<file path="config.mk">
export PLATFORM = sky130hd
export DESIGN_NAME = seg_scan
export DESIGN_NICKNAME = d
export VERILOG_FILES = /design/src/rtl/seg_scan_pkg.sv /design/src/rtl/seg_hex_decode.sv /design/src/rtl/seg_scan.sv
export SDC_FILE = /design/constraint.sdc
export NUM_CORES = 1
export LEC_CHECK = 0
export ABC_AREA = 1
export CORE_ASPECT_RATIO = 0.5
export CORE_UTILIZATION = 30
export CTS_BUF_LIST = sky130_fd_sc_hd__clkbuf_8
export CTS_CLUSTER_DIAMETER = 30
export CTS_CLUSTER_SIZE = 28
export DETAILED_ROUTE_END_ITERATION = 10
export PLACE_DENSITY = 0.53
export SYNTH_ARGS = -nofsm -noshare
export SYNTH_HDL_FRONTEND = slang
export SYNTH_SLANG_ARGS = --single-unit
export TNS_END_PERCENT = 100
</file>
<file path="constraint.sdc">
create_clock -name clk -period 3.47 [get_ports clk]
set_input_delay 0.694 -clock clk [delete_from_list [all_inputs] [get_ports clk]]
set_output_delay 0.694 -clock clk [all_outputs]
set_load 0.05 [all_outputs]
</file>
<file path="src/rtl/seg_scan_pkg.sv">
// Shared constants for the 7-segment scanner: glyph table, blank pattern, digit count.
// Patterns are active-high in {dp, g, f, e, d, c, b, a} order.
package seg_scan_pkg;

  localparam int unsigned NumDigits = 3;
  localparam logic [7:0]  SegBlank  = 8'h00;

  localparam logic [7:0] SegHex0 = 8'h3F;
  localparam logic [7:0] SegHex1 = 8'h06;
  localparam logic [7:0] SegHex2 = 8'h5B;
  localparam logic [7:0] SegHex3 = 8'h4F;
  localparam logic [7:0] SegHex4 = 8'h66;
  localparam logic [7:0] SegHex5 = 8'h6D;
  localparam logic [7:0] SegHex6 = 8'h7D;
  localparam logic [7:0] SegHex7 = 8'h07;
  localparam logic [7:0] SegHex8 = 8'h7F;
  localparam logic [7:0] SegHex9 = 8'h6F;
  localparam logic [7:0] SegHexA = 8'h77;
  localparam logic [7:0] SegHexB = 8'h7C;
  localparam logic [7:0] SegHexC = 8'h39;
  localparam logic [7:0] SegHexD = 8'h5E;
  localparam logic [7:0] SegHexE = 8'h79;
  localparam logic [7:0] SegHexF = 8'h71;

endpackage

</file>
<file path="src/rtl/seg_hex_decode.sv">
// Combinational hex-digit to active-high segment pattern, with forced blanking.
module seg_hex_decode
  import seg_scan_pkg::*;
(
  input  logic [3:0] digit_i,
  input  logic       blank_i,
  output logic [7:0] pattern_o
);

  always_comb begin
    pattern_o = SegBlank;
    if (!blank_i) begin
      unique case (digit_i)
        4'h0: pattern_o = SegHex0;
        4'h1: pattern_o = SegHex1;
        4'h2: pattern_o = SegHex2;
        4'h3: pattern_o = SegHex3;
        4'h4: pattern_o = SegHex4;
        4'h5: pattern_o = SegHex5;
        4'h6: pattern_o = SegHex6;
        4'h7: pattern_o = SegHex7;
        4'h8: pattern_o = SegHex8;
        4'h9: pattern_o = SegHex9;
        4'hA: pattern_o = SegHexA;
        4'hB: pattern_o = SegHexB;
        4'hC: pattern_o = SegHexC;
        4'hD: pattern_o = SegHexD;
        4'hE: pattern_o = SegHexE;
        default: pattern_o = SegHexF;
      endcase
    end
  end

endmodule

</file>
<file path="src/rtl/seg_scan.sv">
// Time-multiplexed three-digit hex scanner with ghost blanking, leading-zero blanking
// and a per-frame snapshot of the displayed value.
module seg_scan
  import seg_scan_pkg::*;
#(
  parameter int unsigned TICK_CNT   = 50000,
  parameter int unsigned GHOST      = 2,
  parameter bit          ACTIVE_LOW = 1'b1
) (
  input  logic        clk,
  input  logic        reset,
  input  logic [11:0] smg_in,
  input  logic        blank_en,
  output logic [2:0]  seg_sel,
  output logic [7:0]  seg_out,
  output logic        frame_done
);

  localparam int unsigned CntW     = (TICK_CNT > 1) ? $clog2(TICK_CNT) : 1;
  localparam logic [CntW-1:0] CntMax   = CntW'(TICK_CNT - 1);
  localparam logic [CntW-1:0] GhostCnt = CntW'(GHOST);
  localparam logic [1:0] IdxLast = 2'(NumDigits - 1);
  localparam logic [NumDigits-1:0] SelMask = ACTIVE_LOW ? '1 : '0;
  localparam logic [7:0] OutMask = ACTIVE_LOW ? 8'hFF : 8'h00;

  logic [CntW-1:0]      cnt_q, cnt_d;
  logic [1:0]           idx_q, idx_d;
  logic [11:0]          shadow_q, shadow_d;
  logic [NumDigits-1:0] seg_sel_q, seg_sel_d;
  logic [7:0]           seg_out_q, seg_out_d;
  logic                 frame_done_q, frame_done_d;

  logic                 tick, wrap, load, blank;
  logic [3:0]           digit;
  logic [7:0]           pattern;

  assign tick = (cnt_q == CntMax);
  assign wrap = tick && (idx_q == IdxLast);
  // Reload at slot start, and once more on the first edge of a slot so a freshly reset
  // display picks up its first digit without waiting a whole slot.
  assign load = tick || (cnt_q == '0);

  always_comb begin
    cnt_d        = tick ? '0 : cnt_q + 1'b1;
    idx_d        = idx_q;
    shadow_d     = shadow_q;
    frame_done_d = wrap;
    if (tick) begin
      idx_d = (idx_q == IdxLast) ? 2'd0 : idx_q + 2'd1;
    end
    if (wrap) begin
      shadow_d = smg_in;
    end
  end

  always_comb begin
    digit = shadow_d[3:0];
    blank = 1'b0;
    unique case (idx_d)
      2'd1: begin
        digit = shadow_d[7:4];
        blank = blank_en && (shadow_d[11:4] == 8'h00);
      end
      2'd2: begin
        digit = shadow_d[11:8];
        blank = blank_en && (shadow_d[11:8] == 4'h0);
      end
      default: begin
        digit = shadow_d[3:0];
        blank = 1'b0;
      end
    endcase
  end

  seg_hex_decode u_dec (
    .digit_i   (digit),
    .blank_i   (blank),
    .pattern_o (pattern)
  );

  always_comb begin
    seg_sel_d = SelMask;
    if (cnt_d >= GhostCnt) begin
      seg_sel_d = SelMask ^ (NumDigits'(1) << idx_d);
    end
    seg_out_d = load ? (OutMask ^ pattern) : seg_out_q;
  end

  always_ff @(posedge clk) begin
    if (reset) begin
      cnt_q        <= '0;
      idx_q        <= 2'd0;
      shadow_q     <= 12'h000;
      seg_sel_q    <= SelMask;
      seg_out_q    <= OutMask ^ SegBlank;
      frame_done_q <= 1'b0;
    end else begin
      cnt_q        <= cnt_d;
      idx_q        <= idx_d;
      shadow_q     <= shadow_d;
      seg_sel_q    <= seg_sel_d;
      seg_out_q    <= seg_out_d;
      frame_done_q <= frame_done_d;
    end
  end

  assign seg_sel    = seg_sel_q;
  assign seg_out    = seg_out_q;
  assign frame_done = frame_done_q;

endmodule

</file>
==> flow_summary.ini <==
[yosys]
synth.mux.area_fraction_pct = 0
synth.lib_cells_used.distinct = 33
dominant_combinational_cell_family_by_area_after_synthesis = simple AND/OR/NAND/NOR gates
netlist_top_cells_count = sky130_fd_sc_hd__nand2_1 (102), sky130_fd_sc_hd__inv_1 (51), sky130_fd_sc_hd__nor2_1 (47)
synthesized_area_per_cell_sq_um = 6.69
synth_area_leader_cell = sky130_fd_sc_hd__dfxtp_1
netlist_top_cells_area = sky130_fd_sc_hd__dfxtp_1 (32%), sky130_fd_sc_hd__nand2_1 (15%), sky130_fd_sc_hd__nand3_1 (7.7%)
synthesis.instances = 381
synth.yosys.warnings = 0
ys_seq_area_share_pct = 32.2
synth_edf_count = 0
synth_most_common_cell = sky130_fd_sc_hd__nand2_1
async_reset_ff_share_pct = 0
area_fraction_in_compound_gates_after_synthesis_pct = 4.17
post_synth_fa_ha_maj_area_fraction_pct = 5.89
flip_flop_cell_with_the_highest_count_after_synthesis = sky130_fd_sc_hd__dfxtp_1
synth_seq_cells = 41
post_synth_net_total = 408
synth.top_cell.area_share_pct = 32.2
synth.cell_area_sq_um = 2550
fraction_of_the_mapped_netlist_area_in_simple_logic_gates_pct = 46.4
xor_and_xnor_fraction_of_the_mapped_netlist_area_pct = 2.06

[timing]
timing.max_slew.rel_slack_pct = 66.1
final.min_clock_period_ns = 2.99
report.final.hold_viol_count = 0
fmaxAchievable_mhz = 334
finalClockSkew_ns = 0.00819
timing_max_transition_violations_final = 0
post-route-period-util_pct = 86.3
setup_viol_count_final = 0
rsz0062_at_grt = false
post_route_setup_tns_ns = 0
final.hold.worst_slack_ns = 0.477
worst-slew-pin-transition_ns = 0.506

[critical_path]
criticalPathCategory = reg2reg
critical_path.max_fanout = 7
critPathArrivalTime_ns = 3.19
end_kind = flip-flop
crit_required_ns = 3.67
worstSetupStartpointType = flip-flop

[cells_and_area]
post_layout_nonfiller_instances = 523
final.fill_count = 889
final_layout_size_suffix_gt1_share_pct = 9.73
antenna-diode-count = 0
layout.cell_area.non_filler_sq_um = 3050
finish.net_count = 437
area.growth.synth_to_final_pct = 19.5

[floorplan]
i_o_pin_count = 27
initial_utilization_pct = 31.4
placeableCoreArea_sq_um = 8120
dieArea_sq_um = 8890
die_w_microns = 132
floorplan.die.height_microns = 67.2
placementRows = 23

[global_routing]
first_global_vias = 2289
grt_max_degree = 33
groute.usage.overall_pct = 14.8
grt_first_pass_wirelength_mm = 10.3
antenna_violations_before_repair = 0
globalRoute.totalOverflow = 0

[power_and_ir_drop]
p_per_area_nw_per_um2 = 343
irDropWorstVdd_uv = 158
static-leakage-power_nw = 1.46

[clock_tree]
cts_tree = done
path_clk_slew_ns = 0.08
ctsHtreeMaxLevel = 2
numCtsBuffers = 5
tritoncts_num_sinks = 41
clk_root_buffer_cell = sky130_fd_sc_hd__clkbuf_8
clockBufferDepth = 2
ctsHoldBuffers = 0
clk-insertion-delay-late_ns = 0.30

[job]
max_cap_viol_count = 0

[drt]
dr_total_vias = 2379
drtIter0Drc = 87
drc_errors = 0
firstDrtPassIters = 4
route.antenna.remaining_nets = 0
detail_route.vias_per_cell = 4.55
wirelength_mm = 5.93
route.detailed.wl_per_inst_microns = 11.3

[place]
place_hpwl_mm = 4.64
gp_congestion = 0.861
io_buffers = 25
placed_cells_incl_taps = 515
placed_area_sq_um = 2930

[worst_hold_path]
hp_class = reg2reg

[outcome]
outcome = complete, no violations
## metal layers
| metal | track usage, % | vias to the layer above | share of wire, % |
|---|---|---|---|
| li1 | - | 1265 | - |
| met1 | 18.0 | 1075 | 48 |
| met2 | 26.3 | 32 | 47 |
| met3 | 3.60 | 7 | 3.9 |
| met4 | 4.89 | 0 | 1.1 |
| met5 | 0 | - | 0 |
## power breakdown
group	internal (mW)	total (mW)	switching (mW)
sequential	0.485	0.493	0.00838
clock	0.232	0.410	0.178
combinational	0.0517	0.143	0.0913
total	0.768	1.05	0.278
## final timing paths
path	startpoint	end	slack, ns	depth (start not counted)
min reg2reg	shadow_q[5]	shadow_q[5]	0.48	2
max	cnt_q[0]	seg_out[3]	0.48	20
max reg2reg	cnt_q[0]	seg_out[3]	0.48	20
min	shadow_q[5]	shadow_q[5]	0.48	2
## worst max-delay path, stage by stage, from the launching register on
cell and delay, ns:
sky130_fd_sc_hd__dfxtp_1 0.40, sky130_fd_sc_hd__ha_1 0.25, sky130_fd_sc_hd__nand3_4 0.14, sky130_fd_sc_hd__nor2_8 0.18, sky130_fd_sc_hd__nand2_1 0.10, sky130_fd_sc_hd__inv_2 0.09, sky130_fd_sc_hd__nor2_1 0.04, sky130_fd_sc_hd__nor2_1 0.15
sky130_fd_sc_hd__inv_1 0.10, sky130_fd_sc_hd__ha_2 0.35, sky130_fd_sc_hd__inv_2 0.13, sky130_fd_sc_hd__nand3_1 0.10, sky130_fd_sc_hd__nand2_2 0.15, sky130_fd_sc_hd__inv_2 0.06, sky130_fd_sc_hd__ha_1 0.24, sky130_fd_sc_hd__inv_1 0.07
sky130_fd_sc_hd__nand3_1 0.09, sky130_fd_sc_hd__nand3_1 0.08, sky130_fd_sc_hd__nand3_1 0.07, sky130_fd_sc_hd__nand2_1 0.06, sky130_fd_sc_hd__nand2_1 0.05
## cell families after synthesis
family          count (synthesis)
other cells                     1
compound gates                 19
simple gates                  241
fa+ha+maj                      12
flops                          41
xor+xnor                        6
buf+inv                        61
## state kept, by name, indices dropped and copies added (netlist names)
| signal | flops |
|---|---|
| cnt_q | 16 |
| shadow_q | 12 |
| frame_done | 1 |
| idx_q | 2 |
| seg_sel | 3 |
| seg_out | 7 |
## placed cells by master, fill, tap and decap left out, drive strengths merged
cell / netlist / final
a21oi: 9 / 9
nand3: 45 / 45
nand2: 111 / 111
dfxtp: 41 / 41
clkinv: 2 / 2
nor2: 55 / 55
o21ai: 7 / 7
nor4: 3 / 3
or2: 5 / 5
ha: 12 / 12
conb: 1 / 1
nand4: 18 / 18
o211ai: 2 / 2
buf: 1 / 1
clkdlybuf4s50: 0 / 25
xor2: 5 / 5
clkbuf: 3 / 6
inv: 55 / 56
nor3: 4 / 4
xnor2: 1 / 1
bufinv: 0 / 1
o21bai: 1 / 1
## layout make-up
type,instances,area [sq um],share of cell area [%]
clock buffer,6,82.6,2.71
multi-input combinational,279,1500,49.2
timing repair buffer,26,258,8.46
tap,112,140,4.60
clock inverter,2,33.8,1.11
sequential,41,821,26.9
inverter,57,214,7.02
## stage by stage
| stage | power [mW] | utilization [%] | setup WS [ns] |
|---|---|---|---|
| after CTS | 1.06 | 37.5 | 0.325 |
| final | 1.05 | 37.6 | 0.477 |
| after global placement | 0.650 | 36.1 | 0.421 |
| after floorplan | 0.595 | - | 0.640 |
| after global routing | 1.10 | 37.6 | 0.0755 |
| after detailed placement | 0.650 | 36.1 | 0.345 |
## repair_timing
| action | CTS | global route |
|---|---|---|
| setup endpoints to repair | 0 | 6 |
| resized for setup | 0 | 2 |
| buffers inserted | 0 | 0 |
No activity file was read; power rests on OpenSTA's default activity.
